==> src/rtl/rob_pkg.sv <==
// Shared types for the reorder-buffer commit controller: default sizing,
// the per-entry lifecycle state and the entry record stored in the buffer.
package rob_pkg;

  localparam int ROB_DEPTH  = 8;
  localparam int ROB_TAG_W  = $clog2(ROB_DEPTH);
  localparam int ROB_ADDR_W = 5;
  localparam int ROB_DATA_W = 32;

  typedef enum logic [1:0] {
    ENT_FREE  = 2'd0,
    ENT_ALLOC = 2'd1,
    ENT_DONE  = 2'd2
  } entry_state_e;

  // Field widths come from the package defaults; the controller casts its
  // ADDR_W/DATA_W ports onto these fields.
  typedef struct packed {
    entry_state_e            state;
    logic [ROB_ADDR_W-1:0]   addr;
    logic [ROB_DATA_W-1:0]   data;
  } rob_entry_t;

endpackage

==> src/rtl/rob_ptr_ctr.sv <==
// Circular-buffer pointer with an extra wrap bit above the index bits.
// Load takes priority over increment; the index wraps naturally (power-of-two depth).
module rob_ptr_ctr #(
  parameter int PTR_W = 4
) (
  input  logic             clk,
  input  logic             rst,
  input  logic             inc,
  input  logic             load,
  input  logic [PTR_W-1:0] load_val,
  output logic [PTR_W-1:0] ptr
);

  logic [PTR_W-1:0] ptr_q;
  logic [PTR_W-1:0] ptr_d;

  always_comb begin
    ptr_d = ptr_q;
    if (load) begin
      ptr_d = load_val;
    end else if (inc) begin
      ptr_d = ptr_q + PTR_W'(1);
    end
  end

  always_ff @(posedge clk) begin
    if (!rst) begin
      ptr_q <= '0;
    end else begin
      ptr_q <= ptr_d;
    end
  end

  assign ptr = ptr_q;

endmodule

==> src/rtl/rob_commit_controller.sv <==
// Reorder-buffer commit controller: allocates entries in order, collects
// out-of-order writebacks, squashes on mispredict and retires one entry per cycle.
module rob_commit_controller
  import rob_pkg::*;
#(
  parameter int DEPTH  = ROB_DEPTH,
  parameter int DATA_W = ROB_DATA_W,
  parameter int ADDR_W = ROB_ADDR_W,
  localparam int TAG_W = $clog2(DEPTH)
) (
  input  logic              clk,
  input  logic              rst,
  input  logic              alloc_valid,
  input  logic [ADDR_W-1:0] alloc_addr,
  output logic              alloc_ready,
  output logic [TAG_W-1:0]  alloc_tag,
  input  logic              wb_valid,
  input  logic [TAG_W-1:0]  wb_tag,
  input  logic [DATA_W-1:0] wb_data,
  input  logic              flush_valid,
  input  logic [TAG_W-1:0]  flush_tag,
  output logic              commit_valid,
  output logic [ADDR_W-1:0] commit_addr,
  output logic [DATA_W-1:0] commit_data,
  output logic              full,
  output logic              empty,
  output logic [TAG_W:0]    count
);

  logic [TAG_W:0]   head_ptr;
  logic [TAG_W:0]   tail_ptr;
  logic [TAG_W-1:0] head_idx;
  logic [TAG_W-1:0] tail_idx;

  rob_entry_t entries_q [DEPTH];
  rob_entry_t entries_d [DEPTH];

  logic              commit_valid_q, commit_valid_d;
  logic [ADDR_W-1:0] commit_addr_q,  commit_addr_d;
  logic [DATA_W-1:0] commit_data_q,  commit_data_d;

  logic             alloc_fire;
  logic             commit_fire;
  logic [TAG_W-1:0] flush_off;
  logic             flush_hit;
  logic [TAG_W:0]   flush_load_val;
  logic [DEPTH-1:0] squash;

  assign head_idx = head_ptr[TAG_W-1:0];
  assign tail_idx = tail_ptr[TAG_W-1:0];

  assign count = tail_ptr - head_ptr;
  assign empty = (head_ptr == tail_ptr);
  assign full  = (head_idx == tail_idx) && (head_ptr[TAG_W] != tail_ptr[TAG_W]);

  // A same-cycle commit never frees a slot for allocation: readiness uses current state only.
  assign alloc_ready = rst & ~full & ~flush_valid;
  assign alloc_fire  = alloc_valid & alloc_ready;
  assign alloc_tag   = tail_idx;

  assign commit_fire = (entries_q[head_idx].state == ENT_DONE);

  // Age of the flush target relative to head; it is occupied only when younger than count.
  assign flush_off      = flush_tag - head_idx;
  assign flush_hit      = flush_valid && ({1'b0, flush_off} < count);
  assign flush_load_val = head_ptr + {1'b0, flush_off} + (TAG_W + 1)'(1);

  always_comb begin
    squash = '0;
    for (int i = 0; i < DEPTH; i++) begin
      if (flush_hit
          && ((TAG_W'(i) - head_idx) > flush_off)
          && ({1'b0, TAG_W'(i) - head_idx} < count)) begin
        squash[i] = 1'b1;
      end
    end
  end

  always_comb begin
    for (int i = 0; i < DEPTH; i++) begin
      entries_d[i] = entries_q[i];
    end
    if (alloc_fire) begin
      entries_d[tail_idx].state = ENT_ALLOC;
      entries_d[tail_idx].addr  = ROB_ADDR_W'(alloc_addr);
    end
    // Writebacks to FREE/DONE entries, or to entries squashed this cycle, are dropped.
    if (wb_valid && (entries_q[wb_tag].state == ENT_ALLOC) && !squash[wb_tag]) begin
      entries_d[wb_tag].state = ENT_DONE;
      entries_d[wb_tag].data  = ROB_DATA_W'(wb_data);
    end
    if (commit_fire) begin
      entries_d[head_idx].state = ENT_FREE;
    end
    for (int i = 0; i < DEPTH; i++) begin
      if (squash[i]) begin
        entries_d[i].state = ENT_FREE;
      end
    end
  end

  always_comb begin
    commit_valid_d = commit_fire;
    commit_addr_d  = commit_addr_q;
    commit_data_d  = commit_data_q;
    if (commit_fire) begin
      commit_addr_d = ADDR_W'(entries_q[head_idx].addr);
      commit_data_d = DATA_W'(entries_q[head_idx].data);
    end
  end

  // Entry payload is not reset; only the lifecycle state needs clearing.
  always_ff @(posedge clk) begin
    if (!rst) begin
      for (int i = 0; i < DEPTH; i++) begin
        entries_q[i].state <= ENT_FREE;
      end
    end else begin
      for (int i = 0; i < DEPTH; i++) begin
        entries_q[i] <= entries_d[i];
      end
    end
  end

  always_ff @(posedge clk) begin
    if (!rst) begin
      commit_valid_q <= 1'b0;
      commit_addr_q  <= '0;
      commit_data_q  <= '0;
    end else begin
      commit_valid_q <= commit_valid_d;
      commit_addr_q  <= commit_addr_d;
      commit_data_q  <= commit_data_d;
    end
  end

  assign commit_valid = commit_valid_q;
  assign commit_addr  = commit_addr_q;
  assign commit_data  = commit_data_q;

  rob_ptr_ctr #(
    .PTR_W (TAG_W + 1)
  ) u_head (
    .clk      (clk),
    .rst      (rst),
    .inc      (commit_fire),
    .load     (1'b0),
    .load_val ('0),
    .ptr      (head_ptr)
  );

  rob_ptr_ctr #(
    .PTR_W (TAG_W + 1)
  ) u_tail (
    .clk      (clk),
    .rst      (rst),
    .inc      (alloc_fire),
    .load     (flush_hit),
    .load_val (flush_load_val),
    .ptr      (tail_ptr)
  );

endmodule

==> config.mk <==
export PLATFORM = sky130hd
export DESIGN_NAME = rob_commit_controller
export DESIGN_NICKNAME = d
export VERILOG_FILES = /design/src/rtl/rob_pkg.sv /design/src/rtl/rob_ptr_ctr.sv /design/src/rtl/rob_commit_controller.sv
export SDC_FILE = /design/constraint.sdc
export NUM_CORES = 1
export LEC_CHECK = 0
export ABC_AREA = 1
export CAP_MARGIN = 30
export CORE_AREA = 2 2 200 202
export DETAILED_ROUTE_END_ITERATION = 12
export DIE_AREA = 0 0 202 204
export SLEW_MARGIN = 20
export SYNTH_ARGS = -nofsm -noshare
export SYNTH_HDL_FRONTEND = slang
export SYNTH_SLANG_ARGS = --single-unit
==> constraint.sdc <==
create_clock -name clk -period 4.1 [get_ports clk]
set_input_delay 0.41 -clock clk [delete_from_list [all_inputs] [get_ports clk]]
set_output_delay 0.41 -clock clk [all_outputs]
set_load 0.1 [all_outputs]
==> out/summary.txt, run 1 <==
Slowest-stage cell, CP: dfxtp_1
Least-Margin Pin Slew: 0.988 ns
# DRC: 0
Setup TNS: 0 ns
Synth area leaders: edfxtp_1, dfxtp_1, o21ai_0
Core ar.: 39200 um2
Grt peak-use layer: met2
Maximum vdd drop: 410 uV
Initial antenna violation count: 0
Yosys cell types: 44
FF/Latch Area: 10200 um2
Root Driver: clkbuf_16
Number of placement rows: 73
Critical path required time: 4.34 ns
Achievable Freq: 0.276 GHz
WP buf/inv: 4
Syn Nets: 1503
Final period utilization: 0.883
PD cells: 535 nW/um2
Pleak: 6.66 nW
Post-route ant nets: 0
RSZ-0062 raised after global routing: false
Outcome: complete, no violations
# hold bufs at CTS: 0
Mapped Area: 15500 um2
# Post-CTS Setup Buffers: 0
Sequential area share after synthesis: 0.657
Area taken by multi-input logic gates: 4700 um2
Setup violators final: 0
Max Transition Viols Final: 0
H-tree depth: 2
CTS clk-pin slew, worst paths: 0.06 ns
Endpoint type of the worst setup path: register
GR Layer Usage met3: 0.0289
Worst rel slew slack: 0.340
CTS Buf Count: 39
Max Cap Violations: 0
Avg Inst Size Synth: 10.9 um2
Pin count of the biggest net entering global routing: 101
Largest area contributor in the netlist: edfxtp_1
DR WL/cell: 18.5 um
Fillers: 3553
Synth warn: 0
GRT met1 Usage: 0.240
Layout cells sized above 1: 0.109
Ant. Diodes: 0
Vias/cell: 5.11
Initial Utilization: 0.396
Die ar.: 41200 um2
Crit-path leading delay family: simple AND/OR/NAND/NOR gates
Vias in the first global route: 10.5k
CTS Buffer Depth: 3
Startpoint Class: register
Post-route minimum period: 3.62 ns
Yosys top cell area share: 0.573
Grt ovf: 0
Area growth from synthesis to layout: 19.4%
I/O Pins: 96
GR Util met2: 0.320
Post-Synthesis Cells: 1421
Min-Delay Path Class: in -> reg
Die H: 204 um
Clock sink total: 361
CP Cell Sequence: ha_1 > inv_1 > fa_1 > inv_1 > nand2_2 > nand2_4 > inv_4 > ha_1 > a21oi_1 > nand3b_1 > nand2_1 > nor2_1 > nand3_1 > nand2_2 > nor2_8 > nand4_2 > nor2_4 > buf_12
Clock Skews: 0.0244 ns
Core Util, Final: 0.473
PortBufs: 95
DRT Pass-1 Iters: 5
Total wire length: 38200 um
Worst skew pair latency: 0.54 ns
DP HPWL: 24200 um
Gpl congestion: 0.874
Critical Path AT: 3.86 ns
# nets final: 1595
GRT Overall Usage: 0.185
Via count: 10.6k
Worst-path maximum fanout: 16
Die width: 202 um
CTS resizes: 0
Setup CP Type: reg -> reg
First-pass GRT wire length: 59500 um
Final Hold Fails: 0
Max incr delay on CP: 0.54 ns
Seq cells post-synth: 361
Drt initial violations: 734
CTS tree: built
Fin Hold WS: 0.431 ns
==> tightest hold or removal path: stages <==
cell and delay (ns):
buf_2 0.09, inv_1 0.03, buf_4 0.23, nor2_1 0.14
==> cell usage after synthesis <==
| cell | count |
|---|---|
| o311ai_0 | 3 |
| and2_1 | 6 |
| nor2_4 | 2 |
| nand2_1 | 214 |
| nand4_2 | 8 |
| a31oi_1 | 37 |
| buf_4 | 7 |
| nand2_4 | 6 |
| fa_1 | 4 |
| inv_4 | 1 |
| o211ai_1 | 1 |
| inv_1 | 84 |
| nand3_2 | 7 |
| a211oi_1 | 1 |
| o21a_1 | 1 |
| xnor2_2 | 1 |
| or2_1 | 1 |
| o21ai_0 | 202 |
| nand3_1 | 38 |
| nand2_2 | 13 |
| o22ai_1 | 40 |
| nand3b_1 | 1 |
| nor3_1 | 1 |
| clkbuf_1 | 54 |
| o221ai_1 | 1 |
| buf_2 | 8 |
| a21oi_2 | 2 |
| nand4_4 | 1 |
| o21bai_1 | 1 |
| o31ai_4 | 1 |
| nor2_1 | 187 |
| or2_2 | 2 |
| inv_2 | 9 |
| nor2_8 | 2 |
| o21ai_1 | 2 |
| dfxtp_1 | 65 |
| xnor2_1 | 2 |
| buf_6 | 1 |
| nor2_2 | 3 |
| a21oi_1 | 65 |
| ha_1 | 30 |
| xor2_1 | 3 |
| edfxtp_1 | 296 |
| buf_1 | 7 |
==> per-layer routing <==
metal | vias up | wire (um)
li1 | 5167 | -
met1 | 5080 | 16700
met5 | - | 0
met3 | 59 | 1780
met2 | 268 | 18800
met4 | 0 | 954
==> placed cells by master, fill, tap and decap left out, drive strengths merged <==
master / netlist / final
o21bai: 1 / 1
bufinv: 0 / 2
buf: 23 / 40
o22ai: 40 / 40
dfxtp: 65 / 65
xnor2: 3 / 3
o221ai: 1 / 1
clkdlybuf4s50: 0 / 88
o211ai: 1 / 1
clkinv: 0 / 20
edfxtp: 296 / 296
nor3: 1 / 1
or2: 3 / 3
inv: 94 / 96
nand4: 9 / 9
fa: 4 / 4
o21a: 1 / 1
clkbuf: 54 / 48
xor2: 3 / 3
nor2: 194 / 194
a21oi: 67 / 67
nand2: 233 / 233
a31oi: 37 / 37
and2: 6 / 6
o21ai: 204 / 204
ha: 30 / 30
nand3: 45 / 45
nand3b: 1 / 1
a211oi: 1 / 1
o31ai: 1 / 1
o311ai: 3 / 3
==> area by class of cell <==
| class | count | area share |
|---|---|---|
| Multi-Input combinational cell | 889 | 0.254 |
| Tap cell | 525 | 0.0355 |
| Clock buffer | 48 | 0.0551 |
| Inverter | 94 | 0.0193 |
| Timing Repair Buffer | 128 | 0.0746 |
| Clock inverter | 24 | 0.0110 |
| Sequential cell | 361 | 0.551 |
==> cells by family (layout without fill, tap and decap cells) <==
family	Yosys count	after routing	synth area share
xor gates and xnor gates	6	6	0.00387
AOI/OAI and AO/OA	357	357	0.125
adders and majority gates	34	34	0.0294
buffers and inverters	171	294	0.0444
and+or+nand+nor	492	492	0.141
DFF	361	361	0.657
==> per-stage QoR <==
step,power (mW),worst slack (ns),cell area (um2),cells
3_3_place_gp,6.66,0.148,17200,1995
4_1_cts,9.98,0.496,18500,2067
5_1_grt,10.3,0.247,18500,2069
3_5_place_dp,6.67,0.125,17200,1995
2_1_floorplan,6.02,0.121,15500,1421
6_report,9.92,0.481,18500,2069
==> power by group <==
group	switching, mW	leakage [nW]	total [mW]	internal (mW)
clock network	1.41	0.605	3.32	1.91
logic	1.79	2.87	2.48	0.685
registers	0.0742	3.19	4.12	4.04
==> worst paths after layout <==
path	startpoint	endpoint	slack [ns]	depth (start not counted)
worst min register to register	entries_q[4][38]	entries_q[4][38]	0.47	2
worst max-delay path	u_head.ptr[0]	register	0.48	18
worst min-delay path	rst	commit_valid	0.43	4
worst max register to register	u_head.ptr[0]	register	0.48	18
Note: power is estimated with default switching activity, not from simulation.
==> inputs of run 2 (changes only) <==
HOLD_SLACK_MARGIN = 0.06   (was not set)
SETUP_SLACK_MARGIN = 0.2   (was not set)
SLEW_MARGIN = 10   (was 20)
==> run 2 against run 1 <==
  * Register-to-register slack gained 0.14 ns
  * Sequential cell count did not move
  * Worst hold slack got worse by 0.011 ns
  * Power rose by 1.4%
  * Die area unchanged
  * First-iteration DRC count is 28% higher
  * Global-route usage up 0.23 points
  * Routed wire length is 0.76% higher
  * Combinational power about the same
  * Critical path depth increased by 2
  * Worst setup slack improved by 0.14 ns
  * Final cell count hardly changed
==> out/summary.txt, run 2 (synthesis gave the netlist of run 1 again) <==
CTS Buffer Depth: 3 (unchanged)
H-tree depth: 2 (unchanged)
DP HPWL: 24100 um (-0.45%)
Achievable Freq: 0.287 GHz (+3.9%)
Post-route minimum period: 3.48 ns (-0.137 ns)
Clock Skews: 0.0167 ns (-0.00770 ns)
Max Transition Viols Final: 0 (unchanged)
Endpoint type of the worst setup path: register
CTS Buf Count: 39 (unchanged)
Worst R2R Setup Slack: 0.62 ns (+0.14 ns)
WP buf/inv: 5 (+1)
Most common cell after layout, fill and taps aside: edfxtp_1
Worst rel slew slack: 0.327 (-0.0122)
PD cells: 544 nW/um2 (+1.6%)
Clock sink total: 361 (unchanged)
Initial Utilization: 0.396 (unchanged)
Fillers: 3511 (-1.2%)
# nets final: 1595 (unchanged)
Critical Path AT: 3.70 ns (-0.16 ns)
Worst skew pair latency: 0.54 ns (about the same)
Initial antenna violation count: 0 (unchanged)
Core ar.: 39200 um2 (unchanged)
GRT Overall Usage: 0.187 (+0.00226)
Vias in the first global route: 10.7k (+2.0%)
Pleak: 6.64 nW (-0.27%)
Gpl congestion: 0.866 (-0.94%)
Max Cap Violations: 0 (unchanged)
Top Layer Used: met4
Die ar.: 41200 um2 (unchanged)
DRT Pass-1 Iters: 5 (unchanged)
Critical path required time: 4.32 ns (-0.02 ns)
Final Hold Fails: 0 (unchanged)
First-pass GRT wire length: 60400 um (+1.5%)
CTS tree: built
CTS resizes: 0 (unchanged)
Setup violators final: 0 (unchanged)
Grt ovf: 0 (unchanged)
Outcome: complete, no violations
Pin count of the biggest net entering global routing: 97 (-4.0%)
Min-Delay Path Class: in -> reg
I/O Pins: 96 (unchanged)
Worst-path maximum fanout: 32 (+16)
Slowest-stage cell, CP: fa_1
Crit-path leading delay family: simple AND/OR/NAND/NOR gates
Worst reg-to-reg path cell count: 20 (+2)
Drt initial violations: 937 (+28%)
Final period utilization: 0.849 (-0.0335)
Area taken by multi-input logic gates: 4700 um2 (unchanged)
Total wire length: 38500 um (+0.76%)
Vias/cell: 5.18 (+1.4%)
CP Cell Sequence: inv_1 > ha_1 > inv_1 > fa_1 > inv_1 > nand2_2 > nand2_4 > inv_4 > ha_1 > nand2_1 > nand2_1 > nand3_1 > nand2_1 > nor2_1 > nand3_1 > nand2_2 > nor2_8 > nand4_2 > nor2_4 > buf_12
PortBufs: 95 (unchanged)
Via count: 10.7k (+1.4%)
# DRC: 0 (unchanged)
Hold path depth: 4 (unchanged)
FF/Latch Area: 10200 um2 (unchanged)
Hold_sp: rst
Fin Hold WS: 0.420 ns (-0.0110 ns)
Layout cells sized above 1: 0.108 (-0.00123)
WL met2: 18500 um (-1.3%)
Area growth from synthesis to layout: 19.3%
Least-Margin Pin Slew: 1.01 ns (+0.0182 ns)
Commonest cells after routing, fill and taps aside: edfxtp_1, nand2_1, o21ai_0
Met3 Wirelength: 1870 um (+5.0%)
Ant. Diodes: 0 (unchanged)
DR WL/cell: 18.6 um (+0.81%)
CTS clk-pin slew, worst paths: 0.06 ns (about the same)
RSZ-0062 raised after global routing: false
Startpoint Class: register
Die H: 204 um (unchanged)
Worst r2r src: u_tail.ptr[0]
Met1 Wirelength: 17000 um (+1.9%)
Maximum vdd drop: 246 uV (-40%)
Root Driver: clkbuf_16
# Post-CTS Setup Buffers: 0 (unchanged)
Number of placement rows: 73 (unchanged)
Max incr delay on CP: 0.42 ns (-0.12 ns)
Die width: 202 um (unchanged)
# hold bufs at CTS: 0 (unchanged)
Core Util, Final: 0.472 (-0.000479)
Post-route ant nets: 0 (unchanged)
Setup CP Type: reg -> reg
WHS Endpoint: u_tail.ptr[0]
[run 2: cell count changes in the layout (fill, tap and decap cells not counted), sizes merged]
| cell | change |
|---|---|
| clkbuf | +8 |
| clkinv | -13 |
| bufinv | +1 |
| clkinvlp | +2 |
| inv | +1 |
[run 2: area by class of cell]
| cell class | count | share of cell area |
|---|---|---|
| timing repair buffer | 128 | 0.0722 |
| sequential | 361 | 0.551 |
| clock buffer | 56 | 0.0589 |
| tap | 525 | 0.0355 |
| clock inverter | 15 | 0.00866 |
| inverter | 94 | 0.0193 |
| multi-input combinational | 889 | 0.254 |
[run 2: stage by stage]
stage / setup WS, ns / setup TNS (ns) / power (mW) / area [um2] / std cells
3_5_place_dp: 0.100 / 0 / 6.69 / 17200 / 1996
6_report: 0.618 / 0 / 10.1 / 18500 / 2068
4_1_cts: 0.595 / 0 / 10.1 / 18500 / 2067
5_1_grt: 0.370 / 0 / 10.5 / 18500 / 2068
3_3_place_gp: 0.151 / 0 / 6.66 / 17200 / 1996
2_1_floorplan: -0.364 / -34.94 / 6.02 / 15500 / 1421
[run 2: metal layers]
metal  GRT usage  vias up
li1            -     5162
met1       0.247     5199
met2       0.314      290
met3      0.0289       70
met4      0.0706        0
met5           0        -
[run 2: report_power, final]
part,switching [mW],leakage [nW],internal (mW)
registers,0.0754,3.19,4.04
logic,1.81,2.85,0.682
clock network,1.40,0.603,2.04
total,3.29,6.64,6.77
[run 2: worst min-delay path, cell delays in order]
cell	delay, ns
buf_2	0.09
inv_1	0.03
buf_4	0.23
a21oi_1	0.15
[run 2: worst max path at each step]
stage | endpoint | cells after the start | slack, ns | start
after floorplan | register | 18 | -0.36 | u_tail.ptr[0]
after global placement | register | 16 | 0.15 | flush_tag[0]
after detailed placement | register | 16 | 0.10 | flush_tag[0]
after CTS | register | 18 | 0.60 | u_head.ptr[0]
after global routing | register | 14 | 0.37 | u_head.ptr[0]
final | register | 20 | 0.62 | u_tail.ptr[0]
